`config.mk`:
```
export PLATFORM = sky130hd
export DESIGN_NAME = context_quant_pipe
export DESIGN_NICKNAME = d
export VERILOG_FILES = /design/src/rtl/loco_pkg.sv /design/src/rtl/grad_quantizer.sv /design/src/rtl/context_quant_pipe.sv
export SDC_FILE = /design/constraint.sdc
export NUM_CORES = 1
export LEC_CHECK = 0
export ABC_CLOCK_PERIOD_IN_PS = 8950
export CORE_ASPECT_RATIO = 1.2
export CORE_MARGIN = 1
export CORE_UTILIZATION = 40
export DETAILED_ROUTE_END_ITERATION = 12
export PLACE_DENSITY = 0.65
export SLEW_MARGIN = 10
export SYNTH_ARGS = -nofsm -noshare
export SYNTH_HDL_FRONTEND = slang
export SYNTH_SLANG_ARGS = --single-unit
```
`constraint.sdc`:
```
create_clock -name clk -period 8.95 [get_ports clk]
set_clock_uncertainty 0.2 [all_clocks]
set_input_delay 1.79 -clock clk [delete_from_list [all_inputs] [get_ports clk]]
set_output_delay 1.79 -clock clk [all_outputs]
set_load 0.01 [all_outputs]
```
`src/rtl/loco_pkg.sv`:
```
// Shared constants and types for the LOCO-I context-quantisation path.
package loco_pkg;
  localparam int QG_W    = 4;
  localparam int CTX_W   = 9;
  localparam int CTX_NUM = 365;
  localparam int CTX_RUN = 0;

  typedef logic signed [QG_W-1:0] qg_t;
endpackage

```
`src/rtl/grad_quantizer.sv`:
```
// Combinational quantiser: one signed gradient against T1/T2/T3/NEAR -> -4..4.
module grad_quantizer
  import loco_pkg::*;
#(
  parameter int BPP = 8
) (
  input  logic signed [BPP:0]   i_d,
  input  logic        [BPP-1:0] i_t1,
  input  logic        [BPP-1:0] i_t2,
  input  logic        [BPP-1:0] i_t3,
  input  logic        [BPP-1:0] i_near,
  output logic signed [QG_W-1:0] o_q
);

  // One extra bit so negated 8-bit thresholds stay representable.
  logic signed [BPP+1:0] w_d;
  logic signed [BPP+1:0] w_t1;
  logic signed [BPP+1:0] w_t2;
  logic signed [BPP+1:0] w_t3;
  logic signed [BPP+1:0] w_near;

  assign w_d    = {i_d[BPP], i_d};
  assign w_t1   = {2'b00, i_t1};
  assign w_t2   = {2'b00, i_t2};
  assign w_t3   = {2'b00, i_t3};
  assign w_near = {2'b00, i_near};

  always_comb begin
    if (w_d <= -w_t3)        o_q = qg_t'(-4);
    else if (w_d <= -w_t2)   o_q = qg_t'(-3);
    else if (w_d <= -w_t1)   o_q = qg_t'(-2);
    else if (w_d < -w_near)  o_q = qg_t'(-1);
    else if (w_d <= w_near)  o_q = qg_t'(0);
    else if (w_d < w_t1)     o_q = qg_t'(1);
    else if (w_d < w_t2)     o_q = qg_t'(2);
    else if (w_d < w_t3)     o_q = qg_t'(3);
    else                     o_q = qg_t'(4);
  end

endmodule

```
`src/rtl/context_quant_pipe.sv`:
```
// Two-stage valid/ready pipeline: gradient quantisation, then sign
// normalisation and merge into a 0..364 context index.
module context_quant_pipe
  import loco_pkg::*;
#(
  parameter int BPP = 8
) (
  input  logic                 clk,
  input  logic                 reset,
  input  logic                 in_valid,
  output logic                 in_ready,
  input  logic signed [BPP:0]  D1,
  input  logic signed [BPP:0]  D2,
  input  logic signed [BPP:0]  D3,
  input  logic [BPP-1:0]       Ix,
  input  logic [BPP-1:0]       Px,
  input  logic [BPP-1:0]       T1,
  input  logic [BPP-1:0]       T2,
  input  logic [BPP-1:0]       T3,
  input  logic [BPP-1:0]       NEAR,
  output logic                 out_valid,
  input  logic                 out_ready,
  output logic [CTX_W-1:0]     Q,
  output logic                 sign,
  output logic                 run,
  output logic [BPP-1:0]       Ix_out,
  output logic [BPP-1:0]       Px_out
);

  localparam int EXT_W = CTX_W - QG_W;

  function automatic logic [CTX_W-1:0] ctx_index(qg_t a, qg_t b, qg_t c);
    logic signed [CTX_W-1:0] s;
    // Result is always 0..364, so modulo-512 arithmetic is exact.
    s = 9'sd81 * $signed({{EXT_W{a[QG_W-1]}}, a})
      + 9'sd9  * $signed({{EXT_W{b[QG_W-1]}}, b})
      +          $signed({{EXT_W{c[QG_W-1]}}, c});
    return s;
  endfunction

  function automatic qg_t cond_neg(qg_t v, logic neg);
    return neg ? -v : v;
  endfunction

  qg_t              w_q1, w_q2, w_q3;
  logic             r_s1_valid;
  qg_t              r_q1, r_q2, r_q3;
  logic [BPP-1:0]   r_ix1, r_px1;
  logic             r_out_valid;
  logic [CTX_W-1:0] r_q;
  logic             r_sign, r_run;
  logic [BPP-1:0]   r_ix, r_px;
  logic             w_s2_load, w_in_fire, w_neg, w_run;
  logic [CTX_W-1:0] w_ctx;

  grad_quantizer #(.BPP(BPP)) u_gq1 (
    .i_d(D1), .i_t1(T1), .i_t2(T2), .i_t3(T3), .i_near(NEAR), .o_q(w_q1));
  grad_quantizer #(.BPP(BPP)) u_gq2 (
    .i_d(D2), .i_t1(T1), .i_t2(T2), .i_t3(T3), .i_near(NEAR), .o_q(w_q2));
  grad_quantizer #(.BPP(BPP)) u_gq3 (
    .i_d(D3), .i_t1(T1), .i_t2(T2), .i_t3(T3), .i_near(NEAR), .o_q(w_q3));

  assign w_s2_load = r_s1_valid & (!r_out_valid | out_ready);
  assign in_ready  = !reset & (!r_s1_valid | w_s2_load);
  assign w_in_fire = in_valid & in_ready;

  // Stage 1 -> stage 2 boundary: quantised triple and sideband.
  always_ff @(posedge clk) begin
    if (w_in_fire) begin
      r_q1  <= w_q1;
      r_q2  <= w_q2;
      r_q3  <= w_q3;
      r_ix1 <= Ix;
      r_px1 <= Px;
    end
  end

  assign w_run = (r_q1 == '0) & (r_q2 == '0) & (r_q3 == '0);
  assign w_neg = r_q1[QG_W-1]
               | ((r_q1 == '0) & r_q2[QG_W-1])
               | ((r_q1 == '0) & (r_q2 == '0) & r_q3[QG_W-1]);
  assign w_ctx = ctx_index(cond_neg(r_q1, w_neg), cond_neg(r_q2, w_neg),
                           cond_neg(r_q3, w_neg));

  // Stage 2 -> output boundary; outputs hold while stalled.
  always_ff @(posedge clk) begin
    if (reset) begin
      r_s1_valid  <= 1'b0;
      r_out_valid <= 1'b0;
      r_q         <= '0;
      r_sign      <= 1'b0;
      r_run       <= 1'b0;
      r_ix        <= '0;
      r_px        <= '0;
    end else begin
      r_s1_valid  <= w_in_fire | (r_s1_valid & !w_s2_load);
      r_out_valid <= w_s2_load | (r_out_valid & !out_ready);
      if (w_s2_load) begin
        r_q    <= w_run ? CTX_W'(CTX_RUN) : w_ctx;
        r_sign <= w_neg;
        r_run  <= w_run;
        r_ix   <= r_ix1;
        r_px   <= r_px1;
      end
    end
  end

  assign out_valid = r_out_valid;
  assign Q         = r_q;
  assign sign      = r_sign;
  assign run       = r_run;
  assign Ix_out    = r_ix;
  assign Px_out    = r_px;

endmodule

```
-- Word-level counts from Yosys, hierarchy flattened
Index checks and enable logic that the tools add are counted.
- register bits: 57
- bits in latches: 0
- bits in writable memories: 0
- memory bits (read-only): 0
- input bits: 79
- output and inout bits: 29
- word-level logic and storage cells: 107
- memories: 0
- $add $sub $neg: 9
- multipliers: 2
- div/mod/pow operators: 0
- $lt $le $gt $ge: 24
- equal/unequal tests: 0
- shift-type cells: 0
- mux-type cells: 25
- bitwise operators: 15
- reduce and logical (&&, ||, !) cells: 14
- operators by type and width (kind ; count):
    $le 9x10->1 ; 9
    $lt 9x9->1 ; 9
    $mux 4 ; 12
    $neg 8->10 ; 4
    $lt 9x10->1 ; 3
    $le 9x9->1 ; 3
    $logic_not 4->1 ; 3
    $mux 2 ; 6
    $neg 4->4 ; 3
    $reduce_or 4->1 ; 3
    $add 9x4->9 ; 1
    $add 9x9->9 ; 1
    $and 1x1->1 ; 9
    $mul 5x4->9 const A ; 1
    $mul 8x4->9 const A ; 1
    $mux 3 ; 3
    $mux 9 ; 1
    $or 1x1->1 ; 6
    $reduce_or 2->1 ; 3
    $logic_not 1->1 ; 5
    $mux 1 ; 3

-- Longest topological paths before layout
- word-level depth: 9
- depth in mapped cells: 22
- depth with buffers taken out: 22

-- Hierarchy
From an unflattened synthesis, not the netlist that was laid out.
- cell total of the unflattened synthesis: 1167
- area total of the unflattened synthesis: 9678.0 um^2
- modules (own cells, without submodules) (module ; times used ; cells each ; area each (um^2) ; seq. area each (um^2)):
    grad_quantizer ; 3 ; 288 ; 2138.3 ; 0.0
    context_quant_pipe ; 1 ; 303 ; 3263.1 ; 1421.4

-- Least setup slack after synthesis
No wires, ideal clock.
- path type: reg-to-reg
- start: reg r_q2[0]
- end: reg r_q[7] (netlist: Q[7])
- setup time: 122 ps
- data arrival time: 4736 ps
- required time: 8628 ps
- slack: 3892 ps
- stages on the path, launching flop included: 21
- buffers on the path: 0
- period minus slack after synthesis: 5058 ps
- cells stage by stage: edfxtp_1 inv_1 ha_1 and3b_1 o21a_1 nor2_2 mux2_2 ha_1 ha_1 fa_1 fa_1 inv_1 fa_1 inv_1 ha_1 a21o_1 a21o_1 a21o_1 a21oi_2 nor4b_4 a311o_1
- word-level cells in the longest chain between the ends: 9
- elaborated cells on any way between the ends: 14
- those cells by class: add/sub (3); mul (2); mux (4); bitwise (4); reduce/logical (1)
- RTL lines (what ; line ; text):
    start, declared ; context_quant_pipe.sv:47 ; qg_t r_q1, r_q2, r_q3;
    start signal, assigned ; context_quant_pipe.sv:71 ; r_q2 <= w_q2;
    $logic_not 4->1 ; context_quant_pipe.sv:78, context_quant_pipe.sv:81 ;
    $and 1x1->1 ; context_quant_pipe.sv:78, context_quant_pipe.sv:81 ;
    $and 1x1->1 ; context_quant_pipe.sv:81 ; | ((r_q1 == '0) & (r_q2 == '0) & r_q3[QG_W-1]);
    $or 1x1->1 ; context_quant_pipe.sv:81 ;
    $mux 4 ; context_quant_pipe.sv:42 ; return neg ? -v : v;
    $mul 8x4->9 or $mul 5x4->9 (tied branches) ; context_quant_pipe.sv:35, context_quant_pipe.sv:36 ;
    $add 9x9->9 ; context_quant_pipe.sv:36 ; + 9'sd9 * $signed({{EXT_W{b[QG_W-1]}}, b})
    $add 9x4->9 ; context_quant_pipe.sv:37 ; + $signed({{EXT_W{c[QG_W-1]}}, c});
    $mux 9 * ; context_quant_pipe.sv:99 ; r_q <= w_run ? CTX_W'(CTX_RUN) : w_ctx;
    end signal, assigned ; context_quant_pipe.sv:99 ;
    end, declared ; context_quant_pipe.sv:50 ; logic [CTX_W-1:0] r_q;
Mark *: on every way between the ends. The rest lies on a longest branch, timed or not.
A chain may end at the register's enable or synchronous reset.

-- Worst setup path in the final report
- start: reg r_q2[0]
- end: reg r_q[8] (netlist: Q[8])
Same word-level chain as after synthesis.

==> flow_summary_export.csv <==
group,metric,value,unit
outcome,outcome,"complete, no violations",
cts,cts_sinks,57,
route,drt_drc_violations_left,0,
global_routing,overflow,0,
critical_path,setup.worst_path.start,"r_q2[0]$_SDFFCE_PP0P_",
pwr,power_frac_comb,0.553,
critical_path,worstSetupStartpointType,"flip-flop",
route,routed_wirelength,24400,µm
pwr,p_sw,0.000557,W
route,wl_per_cell,18.0,µm
cts,insertion_delay,320,ps
timing,setup_ws,3520,ps
floorplanning,dieHeight,163,µm
floorplanning,io_pins,108,
floorplanning,dieArea,22200,µm²
floorplanning,core,21000,µm²
cells_and_area,insertedDiodeCount,0,
synth,async_reset_ff_frac,0,
route,vias,7604,
timing,rsz0062_at_grt,"no",
timing,setup_viol,0,
place,pre_cts_ws,3590,ps
timing,drv_slew,0,
global_routing,antenna_found_initial,1,
critical_path,r2r_start,"r_q2[0]$_SDFFCE_PP0P_",
route,ant_nets,0,
timing,fmax,184,MHz
synth,synth_edf_count,28,
pwr,p_int,0.000878,W
timing,min_period,5430,ps
critical_path,endpoint_kind,"flip-flop",
synth,synth-compound-area-share,0.188,
cells_and_area,fillers,2052,
pwr,p_per_area,139,nW/µm²
synth,syn_avg_cell_area,8.93,µm²
critical_path,critPathKind,"reg2reg",
place,numPortBuffers,107,
synth,yosys.area_share.adder,0.393,
synth,yosys.cell_types.count,74,
synth,ys_warn_count,0,
worst_hold_path,hold_class,"reg2reg",
cts,cts_tree,"built",
cells_and_area,drive_above_1_share,0.0434,
cts,ctsHoldBuffers,0,
critical_path,critPathArrivalTime,5420,ps
timing,fin_crit_sh,0.606,
route,first_pass_iters,8,
synth,netlist_instances,966,
critical_path,cp_max_fo,6,
pwr,swShare,0.388,
cts,clk_pin_slew,50,ps
global_routing,grt_pass1_wl,38100,µm
cells_and_area,multi_input_area,6790,µm²
place,place_hpwl,19400,µm
timing,maxSlewHeadroom,0.512,
route,first_iter_violations,396,
floorplanning,fp-row-count,58,
pwr,p_seq_frac,0.221,
global_routing,grt_pass1_vias,7274,
floorplanning,initial_utilization,0.410,
cells_and_area,final_core_utilization,0.490,
synth,synth_xor_area_frac,0.0404,
synth,synth_top_flop_cell,"dfxtp_1",
synth,netlist_area,8630,µm²
cts,htree_levels,3,
run,cap_violations,0,
cts,root_buffer,"clkbuf_16",
synth,synthesis.nets,1308,
cells_and_area,syn_to_final_growth,19.5,%
cts,cts_repair_resize_count,0,
synth,ys_seq_elements,57,
timing,finalSetupTns,0,ps
synth,synth_top_family_by_area,"adder cells",
synth,synthMuxAreaShare,0.00551,
cells_and_area,regArea,1420,µm²
timing,worst_pin_slew,730,ps
global_routing,grt_max_degree,30,
global_routing,grt.total_usage,0.226,
cells_and_area,nets,1421,
synth,synth-simple-area-share,0.159,
place,place.gp.congestion,0.939,
route,viasPerCell,5.62,
critical_path,worstPathRequired,8950,ps
pwr,power.leakage,4.69,nW
worst_hold_path,min_from,"Px_out[6]$_SDFFE_PP0P_",
timing,hold_viol_final,0,
pwr,ir_worst_vdd,141,µV
pwr,clkPwrFrac,0.226,
floorplanning,die_w,136,µm
cts,numCtsBuffers,9,
synth,synth_seq_area_share,0.165,
cts,clockBufferDepth,2,
cts,post_cts_buffers,0,
## flip-flops by register name (all words and copies together), names as in the netlist
register and flops:
Q 9, Ix_out 8, Px_out 8, r_ix1 8
r_px1 8, r_q1 4, r_q2 4, r_q3 4
out_valid 1, r_s1_valid 1, run 1, sign 1
## through the flow
step | cell area (µm²) | total power, W | hold slack [ps] | std cells
3_3_place_gp | 10000 | 0.00110 | 243 | 1338
2_1_floorplan | 8630 | 0.000863 | 271 | 966
5_1_grt | 10300 | 0.00157 | 269 | 1354
3_5_place_dp | 10000 | 0.00111 | 247 | 1338
4_1_cts | 10300 | 0.00145 | 254 | 1354
6_report | 10300 | 0.00143 | 251 | 1354
## layout by cell type (no fill, tap or decap), types with 29 or more instances in the layout
cell type / n
ha_1: 250
o21ai_0: 41
clkdlybuf4s50_1: 107
nand2_1: 70
inv_1: 101
nor2_1: 41
nor3_1: 29
dfxtp_1: 29
a21oi_1: 66
## area by class of cell
type,count,share of cell area
Multi-Input combinational cell,799,0.658
Clock buffer,10,0.0222
Tap cell,270,0.0328
Sequential cell,57,0.138
Clock inverter,6,0.00558
Inverter,101,0.0368
Timing Repair Buffer,111,0.107
## synthesized netlist by cell type, drive strengths merged (4+ instances only)
| library cell | count | share of area |
|---|---|---|
| a21o | 6 | 0.0052 |
| buf | 4 | 0.0029 |
| nand2b | 12 | 0.0087 |
| o211ai | 15 | 0.013 |
| nand2 | 70 | 0.030 |
| nand3 | 18 | 0.010 |
| nor4b | 6 | 0.0086 |
| nor2 | 42 | 0.019 |
| and2 | 4 | 0.0029 |
| a21oi | 67 | 0.039 |
| o21ai | 45 | 0.027 |
| o21a | 19 | 0.017 |
| xnor2 | 29 | 0.030 |
| a221oi | 6 | 0.0061 |
| and4 | 8 | 0.0081 |
| a22oi | 6 | 0.0052 |
| a31o | 4 | 0.0041 |
| ha | 250 | 0.36 |
| clkbuf | 5 | 0.0022 |
| nor2b | 27 | 0.020 |
| o311ai | 5 | 0.0051 |
| xor2 | 10 | 0.010 |
| dfxtp | 29 | 0.067 |
| edfxtp | 28 | 0.097 |
| a2111oi | 9 | 0.0091 |
| nand4 | 16 | 0.012 |
| nor3 | 30 | 0.018 |
| inv | 101 | 0.044 |
| o31ai | 9 | 0.0096 |
| a211oi | 7 | 0.0061 |
| fa | 13 | 0.030 |
## power by group through the flow
| stage | Sequential, W | Combinational [W] | Clock, W |
|---|---|---|---|
| after floorplan | 0.000329 | 0.000535 | 0 |
| after global placement | 0.000321 | 0.000778 | 0 |
| after detailed placement | 0.000322 | 0.000788 | 0 |
| after CTS | 0.000317 | 0.000800 | 0.000332 |
| after global routing | 0.000319 | 0.000903 | 0.000344 |
| final | 0.000317 | 0.000794 | 0.000324 |
## path summary, 6_finish.rpt
kind	endpoint	slack, ps	cells after the start
max reg2reg	Q[8]$_SDFFE_PP0P_	3520	21
max	Q[8]$_SDFFE_PP0P_	3520	21
min reg2reg	Px_out[6]$_SDFFE_PP0P_	250	2
min	Px_out[6]$_SDFFE_PP0P_	250	2
## layer usage
metal	vias up	part of all wire	track usage	wire (µm)
met3	60	0.050	0.0302	1230
li1	3822	-	-	-
met2	214	0.49	0.401	12100
met5	-	0	0	0
met1	3508	0.41	0.268	10100
met4	0	0.041	0.100	1000
## worst max-delay path: stages (launching register included)
cell	delay, ps
edfxtp_1	430
inv_1	100
ha_1	230
and3b_1	180
o21a_1	200
nor2_2	250
mux2i_1	270
inv_1	90
ha_1	300
ha_1	310
fa_1	520
inv_1	60
fa_1	380
inv_1	60
ha_1	240
ha_1	330
a21oi_1	160
o21ai_0	150
a2111oi_0	540
nor2_1	110
nand3_1	100
o211ai_1	90
## cell families (layout without fill, tap and decap cells)
| group | Yosys count | after routing |
|---|---|---|
| compound gates | 235 | 235 |
| fa+ha+maj | 263 | 263 |
| flops | 57 | 57 |
| simple gates | 258 | 258 |
| buf+inv | 110 | 228 |
| xor+xnor | 39 | 39 |
| mux | 4 | 4 |
No activity file was read; power rests on OpenSTA's default activity.
